==> src/rtl/rca4_adder_pkg.sv <==
// Shared width constant and result type for the 4-bit registered ripple-carry adder.
package rca4_adder_pkg;

  localparam int unsigned RCA_WIDTH = 4;

  typedef struct packed {
    logic                 cout;
    logic [RCA_WIDTH-1:0] sum;
  } rca_result_t;

  function automatic rca_result_t rca_pack(input logic cout, input logic [RCA_WIDTH-1:0] sum);
    rca_result_t r;
    r.cout = cout;
    r.sum  = sum;
    return r;
  endfunction

endpackage

==> src/rtl/rca4_adder_full_adder.sv <==
// Single-bit full adder used for the upper bits of the ripple chain.
module full_adder (
  input  logic a,
  input  logic b,
  input  logic cin,
  output logic s,
  output logic cout
);

  logic p;

  assign p    = a ^ b;
  assign s    = p ^ cin;
  assign cout = (a & b) | (cin & p);

endmodule

==> src/rtl/rca4_adder.sv <==
// 4-bit ripple-carry adder with bit-level ports and one output register stage.
module rca4_adder
  import rca4_adder_pkg::*;
(
  input  logic clk,
  input  logic rst,
  input  logic in_valid,
  input  logic A0,
  input  logic A1,
  input  logic A2,
  input  logic A3,
  input  logic B0,
  input  logic B1,
  input  logic B2,
  input  logic B3,
  output logic S0,
  output logic S1,
  output logic S2,
  output logic S3,
  output logic Cout,
  output logic out_valid
);

  logic [RCA_WIDTH-1:0] a;
  logic [RCA_WIDTH-1:0] b;
  logic [RCA_WIDTH-1:0] s;
  logic [RCA_WIDTH-1:0] c;

  rca_result_t res_d;
  rca_result_t res_q;
  logic        valid_q;

  assign a = {A3, A2, A1, A0};
  assign b = {B3, B2, B1, B0};

  // LSB has no carry-in, so it reduces to a half adder.
  assign s[0] = a[0] ^ b[0];
  assign c[0] = a[0] & b[0];

  for (genvar i = 1; i < RCA_WIDTH; i++) begin : gen_fa
    full_adder u_fa (
      .a   (a[i]),
      .b   (b[i]),
      .cin (c[i-1]),
      .s   (s[i]),
      .cout(c[i])
    );
  end

  always_comb begin
    res_d = rca_pack(c[RCA_WIDTH-1], s);
  end

  // Result register holds across idle cycles; only the valid flag tracks in_valid every edge.
  always_ff @(posedge clk) begin
    if (rst) begin
      res_q   <= '0;
      valid_q <= 1'b0;
    end else begin
      valid_q <= in_valid;
      if (in_valid) begin
        res_q <= res_d;
      end
    end
  end

  assign {S3, S2, S1, S0} = res_q.sum;
  assign Cout             = res_q.cout;
  assign out_valid        = valid_q;

endmodule

==> config.mk <==
export PLATFORM = sky130hd
export DESIGN_NAME = rca4_adder
export DESIGN_NICKNAME = d
export VERILOG_FILES = /design/src/rtl/rca4_adder_pkg.sv /design/src/rtl/rca4_adder_full_adder.sv /design/src/rtl/rca4_adder.sv
export SDC_FILE = /design/constraint.sdc
export NUM_CORES = 1
export LEC_CHECK = 0
export CAP_MARGIN = 20
export CELL_PAD_IN_SITES_DETAIL_PLACEMENT = 1
export CELL_PAD_IN_SITES_GLOBAL_PLACEMENT = 1
export CORE_UTILIZATION = 22
export CTS_BUF_LIST = sky130_fd_sc_hd__clkbuf_16
export CTS_CLUSTER_SIZE = 24
export DETAILED_ROUTE_END_ITERATION = 8
export PLACE_DENSITY_LB_ADDON = 0.1
export SYNTH_ARGS = -nofsm -noshare
export SYNTH_HDL_FRONTEND = slang
export SYNTH_SLANG_ARGS = --single-unit
==> constraint.sdc <==
create_clock -name clk -period 1.7 [get_ports clk]
set_input_delay 0.17 -clock clk [delete_from_list [all_inputs] [get_ports clk]]
set_output_delay 0.17 -clock clk [all_outputs]
set_load 0.005 [all_outputs]
==> results of run 1 <==
## cell families (layout without fill, tap and decap cells)
family	Yosys count	count (layout)
adders and majority gates	4	4
buffers and inverters	4	22
muxes	3	3
DFF	6	6
and+or+nand+nor	6	6
AOI/OAI and AO/OA	2	2
## flip-flops by register name, indices dropped and copies added (netlist names)
name       flops
S1             1
out_valid      1
S2             1
Cout           1
S3             1
S0             1
## power groups by stage
stage | clock network, mW | registers (mW) | logic [mW]
after floorplan | 0 | 0.163 | 0.0406
after global routing | 0.400 | 0.162 | 0.109
final | 0.380 | 0.160 | 0.0979
after global placement | 0 | 0.161 | 0.0943
after detailed placement | 0 | 0.162 | 0.100
after CTS | 0.389 | 0.160 | 0.100
## layout make-up
| class | count | area (sq um) |
|---|---|---|
| repair buffers | 16 | 162.7 |
| well taps | 14 | 17.52 |
| fillers | 127 | 626.9 |
| flip-flops and latches | 6 | 120.1 |
| clock buffers | 3 | 75.07 |
| inverters | 3 | 11.26 |
| multi-input cells | 15 | 172.7 |
## what timing repair did
action                                  in CTS  in global routing
pin swaps                                    5                  4
resized for setup                           13                  2
hold endpoints to repair                     0                  0
endpoints found under the setup margin       3                  1
## tightest hold or removal path: cells and delay by family
kind                       cells  cell delay (ps)
adders and majority gates      1              110
and+or+nand+nor                1               80
buffers and inverters          1               70
muxes                          1               60
## path summary, 6_finish.rpt
| kind | start | to | slack (ps) | depth (start not counted) |
|---|---|---|---|---|
| hold / removal | A0 | S0$_SDFFE_PP0P_ | 300 | 4 |
| hold reg to reg | S3$_SDFFE_PP0P_ | S3$_SDFFE_PP0P_ | 500 | 2 |
| setup reg to reg | S1$_SDFFE_PP0P_ | S1$_SDFFE_PP0P_ | 1050 | 2 |
| setup / recovery | B1 | S3$_SDFFE_PP0P_ | 50 | 6 |
## metrics by stage
step                std cells  hold slack [ps]  worst slack, ps
floorplan                  25            234.6           -36.55
global route               57            377.8           0.1331
global placement           54            472.4           -546.6
detailed placement         54            494.1           -606.6
CTS                        57            307.4            2.540
finish                     57            298.5            53.67
## cells in the final DEF, fill, tap and decap left out, types with 2 or more instances in the layout
cell type	n
clkdlybuf4s15_1	2
a211oi_2	2
fa_2	2
clkdlybuf4s50_1	12
nor2_1	4
dfxtp_1	6
buf_6	2
inv_1	2
clkbuf_16	3
mux2i_1	3
## per-layer routing
layer,part of all wire,vias up,GRT usage
met2,0.59,11,0.2542
li1,-,116,-
met5,0,-,0
met1,0.33,120,0.1246
met4,0.034,0,0.1293
met3,0.046,2,0.02312
==> impl_metrics.json, run 1 <==
{
  "status": "finished clean",
  "cts.clk_slew.worst_paths_ps": 30,
  "cp_common_cell": "fa_2",
  "switching_share": 0.1896,
  "synth_cell_types": 10,
  "synth_compound_area_frac": 0.08403,
  "post-route-util": 0.4715,
  "setup_tns_ps": 0,
  "placed_cell_area_sq_um": 481.7,
  "path_cells": "clkdlybuf4s15_1, fa_2, fa_2, inv_2, fa_1, a211oi_2",
  "clockRootBuffer": "clkbuf_16",
  "yosysMostFrequentCell": "dfxtp_1",
  "die-height_microns": 38.79,
  "ys.flop_type": "dfxtp_1",
  "critPathMaxFanout": 1,
  "synth_edf_count": 0,
  "antenna_cells": 0,
  "yosys.area.top_type": "dfxtp_1",
  "synth_cells": 25,
  "finish.instance_area_sq_um": 559.3,
  "power.leakage_nw": 0.2291,
  "synthXorXnorAreaFrac": 0,
  "async_reset_ff_frac": 0,
  "num_vias": 249,
  "cts_max_level": 1,
  "fin_crit_ps": 1646,
  "num_rows": 12,
  "grt_first_pass_wirelength_microns": 1235,
  "clkPwrFrac": 0.596,
  "critical_path_buf_inv_count": 2,
  "initial_core_util": 0.2511,
  "cts_sinks": 6,
  "synth_mux_area_frac": 0.1008,
  "synth.net_count": 40,
  "drive_above_1_share": 0.2791,
  "firstDrtPassIters": 1,
  "overflow": 0,
  "io_buffers": 16,
  "p_int_uw": 516.7,
  "critPathMaxStageDelay_ps": 420,
  "drt-vias-per-instance": 4.368,
  "dp_hpwl_microns": 613.4,
  "ir_drop_mv": 0.5979,
  "drt-initial-drc-count": 0,
  "route.detailed.drc": 0,
  "tightest_slew_ps": 398.7,
  "syn_to_final_growth_pct": 87.81,
  "clock.fmax_ghz": 0.6074,
  "grt_pass1_vias": 270,
  "synth_top_family_by_area": "adder cells",
  "grt_start_max_net_pins": 9,
  "cts_tree": "built",
  "synth_warnings": 0,
  "p_per_area_nw_per_um2": 1140,
  "rsz0062_at_grt": "no",
  "p_seq_frac": 0.251,
  "critPathKind": "in2reg",
  "cts_made_buffers": 3,
  "netlist_top_cells_area": "dfxtp_1, fa_1, mux2i_1",
  "syn-cell-area_sq_um": 297.8,
  "p_total_uw": 637.7,
  "syn-mean-instance-area_sq_um": 11.91,
  "synth.ff_latch_count": 6,
  "wl_per_cell_microns": 14.11,
  "cts_hold_buf": 0,
  "clock_path_buffers": 2,
  "yosysSeqAreaShare": 0.4034,
  "p_sw_uw": 120.9,
  "synthAdderAreaFrac": 0.2437,
  "post_cts_buffers": 0,
  "fp.coreArea_sq_um": 1186,
  "clk-insertion-delay-late_ps": 230,
  "setup_viol": 0,
  "post-route-period-util": 0.9684,
  "synthTopCellsByCount": "dfxtp_1, nor2_1, fa_1, inv_1, mux2i_1",
  "combPwrFrac": 0.154,
  "synth_simple_gate_area_share": 0.09244,
  "cap_violations": 0,
  "arrival_ps": 1790,
  "antenna_found_initial": 0,
  "crit_family": "adder cells",
  "crit_slowest_cell": "fa_1",
  "num-nets-final": 60,
  "io_pins": 17,
  "slew-limit-headroom": 0.7334,
  "startpoint_type": "input port",
  "die_w_microns": 38.79,
  "wl_microns": 804,
  "fp.dieArea_sq_um": 1505,
  "worstPathRequired_ps": 1850,
  "ant_nets": 0,
  "skew_ps": 0,
  "gp_congestion": 0.5798,
  "final_max_slew_viol_count": 0,
  "crit_path_end_kind": "flip-flop",
  "synth_top_area_share": 0.4034,
  "hold_viol_final": 0,
  "gr-usage-all-layers": 0.1386,
  "hp-class": "in2reg"
}
No activity file was read; power rests on OpenSTA's default activity.
==> inputs of run 2 (changes only) <==
CAP_MARGIN = default   (was 20)
CTS_CLUSTER_SIZE = 8   (was 24)
SKIP_CTS_REPAIR_TIMING = 1   (was default)
==> impl_metrics.json, run 2 (synthesis results as in run 1) <==
{
  "clock_path_buffers": 2,
  "initial_core_util": 0.2511,
  "cts_made_buffers": 3,
  "route.detailed.drc": 0,
  "cts_max_level": 1,
  "cts.clk_slew.worst_paths_ps": 30,
  "grt_start_max_net_pins": 9,
  "wl_per_cell_microns": 14.39,
  "grt_pass1_vias": 269,
  "hp-class": "in2reg",
  "setup_tns_ps": 0,
  "ir_drop_mv": 0.5903,
  "gp_congestion": 0.5798,
  "nFillCells": 124,
  "overflow": 0,
  "num-nets-final": 60,
  "num_vias": 247,
  "final_cell_mix": "clkdlybuf4s50_1, dfxtp_1, nor2_1, mux2i_1, clkbuf_16",
  "syn_to_final_growth_pct": 90.76,
  "clock.fmax_ghz": 0.5909,
  "wl_microns": 820,
  "grt_first_pass_wirelength_microns": 1221,
  "fp.coreArea_sq_um": 1186,
  "arrival_ps": 1840,
  "holdWs_ps": 298.4,
  "hold_viol_final": 0,
  "p_per_area_nw_per_um2": 1125,
  "startpoint_type": "input port",
  "layout_commonest_cell": "clkdlybuf4s50_1",
  "setup_viol": 0,
  "post-route-period-util": 0.9955,
  "antenna_cells": 0,
  "io_pins": 17,
  "die_w_microns": 38.79,
  "power.leakage_nw": 0.2474,
  "die-height_microns": 38.79,
  "cts_sinks": 6,
  "fin_crit_ps": 1692,
  "critPathMaxFanout": 1,
  "status": "finished clean",
  "multiInputGateArea_sq_um": 172.7,
  "drt-initial-drc-count": 0,
  "clk-insertion-delay-late_ps": 230,
  "skew_ps": 0,
  "cts_tree": "built",
  "io_buffers": 16,
  "cap_violations": 0,
  "ant_nets": 0,
  "firstDrtPassIters": 1,
  "antenna_found_initial": 0,
  "num_rows": 12,
  "crit_path_end_kind": "flip-flop",
  "tightest_slew_ps": 413.7,
  "seqCellArea_sq_um": 120.1,
  "drive_above_1_share": 0.2791,
  "dp_hpwl_microns": 613.4,
  "critPathKind": "in2reg",
  "gr-usage-all-layers": 0.1373,
  "slew-limit-headroom": 0.7234,
  "fp.dieArea_sq_um": 1505,
  "clockRootBuffer": "clkbuf_16",
  "worstPathRequired_ps": 1850,
  "drt-vias-per-instance": 4.333,
  "rsz0062_at_grt": "yes",
  "final_max_slew_viol_count": 0
}
[run 2: metrics by stage]
stage	power [mW]	cells	utilization	worst slack [ps]	instance area, sq um
global placement	0.2551	54	0.4061	-546.6	481.7
finish	0.6393	57	0.4789	7.579	568.0
floorplan	0.2032	25	-	-36.55	315.3
CTS	0.6508	57	0.4694	-371.0	556.8
global route	0.6722	57	0.4789	-39.78	568.0
detailed placement	0.2619	54	0.4061	-606.6	481.7
[run 2: cell type report]
cell class | instances | share of cell area
clock buffers | 3 | 0.1322
inverters | 3 | 0.01982
multi-input cells | 15 | 0.3040
flip-flops and latches | 6 | 0.2115
well taps | 14 | 0.03084
repair buffers | 16 | 0.3018
[run 2: worst paths after layout]
| kind | slack [ps] | depth (start not counted) | start | end |
|---|---|---|---|---|
| max | 8 | 7 | B0 | S3$_SDFFE_PP0P_ |
| min | 300 | 4 | A0 | S0$_SDFFE_PP0P_ |
| max reg2reg | 1050 | 2 | S1$_SDFFE_PP0P_ | S1$_SDFFE_PP0P_ |
| min reg2reg | 500 | 2 | S3$_SDFFE_PP0P_ | S3$_SDFFE_PP0P_ |
[run 2: routing by layer]
metal	up-vias	track usage	part of all wire
li1	116	-	-
met5	-	0	0
met2	11	0.2542	0.58
met1	118	0.1210	0.34
met4	0	0.1293	0.033
met3	2	0.02312	0.045
[run 2: critical path: stages]
cell	delay [ps]
buf_8	100
ha_4	160
fa_2	380
fa_2	350
inv_2	60
fa_1	410
a211oi_2	210
[run 2: power by group]
part           leakage (nW)  total (mW)  internal [mW]  switching (mW)
logic                 0.161      0.0993         0.0624          0.0369
clock network        0.0370       0.380          0.302          0.0782
registers            0.0497       0.160          0.154         0.00625
==> inputs of run 3 (changes only) <==
CORE_MARGIN = 8   (was default)
==> impl_metrics.json, run 3 (synthesis results as in run 1) <==
{
  "crit_path_end_kind": "flip-flop",
  "p_int_uw": 517.7,
  "cap_violations": 0,
  "critPathMaxStageDelay_ps": 420,
  "rrSetupSlack_ps": 1040,
  "status": "finished clean",
  "critPathMaxFanout": 1,
  "fp.coreArea_sq_um": 1285,
  "num-nets-final": 60,
  "rsz0062_at_grt": "no",
  "num_vias": 244,
  "antenna_cells": 0,
  "drt-initial-drc-count": 0,
  "skew_ps": 0,
  "path_cells": "buf_6, ha_4, fa_2, fa_2, inv_2, fa_1, a211oi_2",
  "p_per_area_nw_per_um2": 1136,
  "overflow": 0,
  "wl_microns": 828,
  "startpoint_type": "input port",
  "hold_viol_final": 0,
  "post-route-period-util": 0.9662,
  "syn_to_final_growth_pct": 89.92,
  "combPwrFrac": 0.153,
  "final_max_slew_viol_count": 0,
  "num_rows": 13,
  "wl_per_cell_microns": 14.28,
  "cts_max_level": 1,
  "cts_sinks": 6,
  "crit_slowest_cell": "fa_1",
  "clock.fmax_ghz": 0.6088,
  "finish.instance_area_sq_um": 565.5,
  "clk-insertion-delay-late_ps": 230,
  "clock_path_buffers": 2,
  "worstPathRequired_ps": 1850,
  "die_w_microns": 52.79,
  "multiInputGateArea_sq_um": 172.7,
  "dp_hpwl_microns": 698,
  "clockRootBuffer": "clkbuf_16",
  "initial_core_util": 0.2317,
  "p_sw_uw": 124.5,
  "layout_commonest_cell": "clkdlybuf4s50_1",
  "io_buffers": 16,
  "antenna_found_initial": 0,
  "drt-vias-per-instance": 4.207,
  "grt_start_max_net_pins": 9,
  "p_total_uw": 642.2,
  "gr-usage-all-layers": 0.07195,
  "seqCellArea_sq_um": 120.1,
  "ir_drop_mv": 0.4920,
  "critPathKind": "in2reg",
  "fp.dieArea_sq_um": 2787,
  "cp_common_cell": "fa_2",
  "ant_nets": 0,
  "io_pins": 17,
  "gp_congestion": 0.6556,
  "cts_tree": "built",
  "clkPwrFrac": 0.598,
  "fin_crit_ps": 1643,
  "arrival_ps": 1790,
  "final_cell_mix": "clkdlybuf4s50_1, dfxtp_1, nor2_1, mux2i_1, clkbuf_16",
  "slew-limit-headroom": 0.7275,
  "drive_above_1_share": 0.2791,
  "route.detailed.drc": 0,
  "die-height_microns": 52.79,
  "p_seq_frac": 0.249,
  "cts_made_buffers": 3,
  "switching_share": 0.1939,
  "setup_viol": 0,
  "placed_cell_area_sq_um": 483.0,
  "tightest_slew_ps": 407.5,
  "firstDrtPassIters": 1,
  "power.leakage_nw": 0.2461,
  "hp-class": "in2reg",
  "grt_pass1_vias": 289,
  "nFillCells": 140,
  "cts.clk_slew.worst_paths_ps": 30,
  "post-route-util": 0.4401,
  "grt_first_pass_wirelength_microns": 1352
}
==> run 3: layout make-up <==
type / instances / area share
flip-flops and latches: 6 / 0.2124
clock buffers: 3 / 0.1327
well taps: 15 / 0.03319
repair buffers: 16 / 0.2965
inverters: 3 / 0.01991
multi-input cells: 15 / 0.3053
==> run 3: power by group through the flow <==
stage	Combinational (mW)	Sequential (mW)	Clock [mW]
final	0.0985	0.160	0.384
after global routing	0.111	0.161	0.398
after CTS	0.103	0.160	0.395
after detailed placement	0.101	0.162	0
after global placement	0.0963	0.161	0
after floorplan	0.0406	0.163	0
==> run 3: layer usage <==
metal / vias to the layer above / GRT usage / share of wire
met3: 3 / 0.02841 / 0.081
li1: 115 / - / -
met4: 0 / 0.06466 / 0.037
met1: 117 / 0.06602 / 0.34
met2: 9 / 0.1191 / 0.54
met5: - / 0 / 0
==> run 3: metrics by stage <==
stage	cells	hold WS [ps]	worst slack, ps	setup TNS, ps
floorplan	25	234.6	-36.55	-36.55
global placement	55	473.7	-550.3	-1003
detailed placement	55	497.7	-585.9	-1137
CTS	58	507.5	-366.9	-459.0
global route	58	342.1	12.91	0
finish	58	307.3	57.47	0
==> run 3: critical path, delay by kind of cell <==
kind / cells / cell delay [ps]
buf+inv: 2 / 160
compound gates: 1 / 220
fa+ha+maj: 4 / 1240
==> run 3: worst paths after layout <==
kind	from	to	depth (start not counted)
max	B0	S3$_SDFFE_PP0P_	7
min	A0	S0$_SDFFE_PP0P_	4
max reg2reg	S3$_SDFFE_PP0P_	S3$_SDFFE_PP0P_	2
min reg2reg	S3$_SDFFE_PP0P_	S3$_SDFFE_PP0P_	2
==> RTL edit: new RTL, settings of run 3 <==
Register the output `Cout`, cleared by the reset; this adds one clock of latency there. The other outputs are not delayed to match.
--- a/src/rtl/rca4_adder.sv
+++ b/src/rtl/rca4_adder.sv
@@ -66,5 +66,11 @@
 
   assign {S3, S2, S1, S0} = res_q.sum;
-  assign Cout             = res_q.cout;
+  always_ff @(posedge clk) begin
+    if (rst) begin
+      Cout <= '0;
+    end else begin
+      Cout <= res_q.cout;
+    end
+  end
   assign out_valid        = valid_q;
 
Check against the original RTL: not equivalent (a bounded check fails within 4 cycles, from zero or initial values and one cycle with rst high).
==> RTL edit against run 3 <==
Final area grew 6.4%. Power up 6.6%. Setup slack worse by 0.044 ns. Critical path type unchanged. Routed wire length decreased by 0.36%. First-iteration DRC count did not move. Largest power group unchanged. Sequential cell count up 1. Synthesized area up 11%. Global-route usage grew 0.14 points.
==> RTL edit: results (changes against run 3) <==
metric,value,unit,change
first_iter_violations,0,,unchanged
hp-start,A0,,unchanged
via_count,267,,was 244
clock_skew,0.000531,ns,was 0 ns
diodes,0,,unchanged
yosys.area_share.adder,22.1,%,was 24.4%
fmax,593,MHz,was 609 MHz
grt_pass1_wl,1.32,mm,was 1.35 mm
synthMuxAreaShare,9.13,%,was 10.1%
synth_compound_area_share,7.60,%,was 8.40%
drive_above_1_share,30.4,%,was 27.9%
numCtsBuffers,3,,unchanged
ys_async_sr_fraction,0,%,unchanged
ys_top_cells_by_count,"dfxtp_1 (7), nor2_1 (4), fa_1 (3), inv_1 (3), mux2i_1 (3)",,"was dfxtp_1 (6), nor2_1 (4), fa_1 (3), inv_1 (3), mux2i_1 (3)"
slew_headroom,73.0,%,was 72.7%
r2r-start,S3$_SDFFE_PP0P_,,unchanged
detail_route.first_pass.iterations,1,,unchanged
crit_path_end,S3$_SDFFE_PP0P_,,unchanged
fill_cells,158,,was 140
status,"complete, no violations",,unchanged
clock_path_buffers,2,,unchanged
cts-root-buf,clkbuf_16,,unchanged
synth_area_leaders,"dfxtp_1 (43%), fa_1 (18%), mux2i_1 (9.1%)",,"was dfxtp_1 (40%), fa_1 (20%), mux2i_1 (10%)"
clk_pin_slew,0.04,ns,
drt-total-wl,825,µm,was 828 µm
worstHoldEndpoint,S0$_SDFFE_PP0P_,,unchanged
reg2reg_slack,1.04,ns,about the same
place.gp.congestion,0.594,,was 0.656
clk_latency,0.23,ns,about the same
hpwl,635,µm,was 698 µm
htree_levels,1,,unchanged
dp_slack,-0.601,ns,was -0.586 ns
arrival,1.84,ns,was 1.79 ns
grt_max_degree,9,,unchanged
ir_drop,0.564,mV,was 0.492 mV
synth.net_count,42,,was 40
nets,62,,was 60
io_buffers,16,,unchanged
ys_seq_area_share,42.6,%,was 40.3%
grt_usage,7.33,%,was 7.20%
synth-main-ff-cell,dfxtp_1,,unchanged
grt_pass1_vias,290,,was 289
p_leak,0.000268,µW,was 0.000246 µW
synth.distinct_cells,10,,unchanged
RTL edit: cell types whose count changed in the layout (fill, tap and decap cells not counted):
cell	run 3	this run
dfxtp_1	6	7
and2b_2	0	2
inv_1	2	3
nor2b_1	1	0
RTL edit: cells by family after synthesis:
group,count (synthesis)
buffers and inverters,4
adders and majority gates,4
muxes,3
and+or+nand+nor,7
AOI/OAI and AO/OA,2
DFF,7
RTL edit: cell type report:
cell class                 count  area [µm²]  share of cell area (%)
multi-input combinational     16         184                    30.6
timing repair buffer          16         168                    27.9
sequential                     7         140                    23.3
clock buffer                   3        75.1                    12.5
tap                           16        20.0                    3.33
inverter                       3        11.3                    1.87
clock inverter                 1        3.75                   0.624
RTL edit: power breakdown:
part	total [µW]	leakage [µW]	switching, µW	internal, µW
registers	184	0.0000579	5.95	178
logic	96.7	0.000168	35.0	61.7
clock network	404	0.0000423	97.2	307
total	685	0.000268	138	547
RTL edit: stage by stage:
| stage | cells | hold slack (ns) | cell area (µm²) | utilization (%) |
|---|---|---|---|---|
| after global routing | 62 | 0.342 | 602 | 41.4 |
| final | 62 | 0.282 | 602 | 41.4 |
| after detailed placement | 58 | 0.485 | 515 | 35.5 |
| after CTS | 62 | 0.496 | 594 | 40.9 |
| after floorplan | 27 | 0.235 | 347 | - |
| after global placement | 58 | 0.471 | 515 | 35.5 |
RTL edit: metal layers:
metal / vias up / global-route usage, % / share of wire, %
met1: 127 / 6.20 / 35
met4: 0 / 9.84 / 6.5
met5: - / 0 / 0
met3: 5 / 6.52 / 14
met2: 13 / 8.87 / 44
li1: 122 / - / -
RTL edit: critical path: stages:
cell,delay [ns]
buf_6,0.10
ha_4,0.15
fa_2,0.38
fa_2,0.34
inv_2,0.06
fa_1,0.42
a211oi_2,0.22
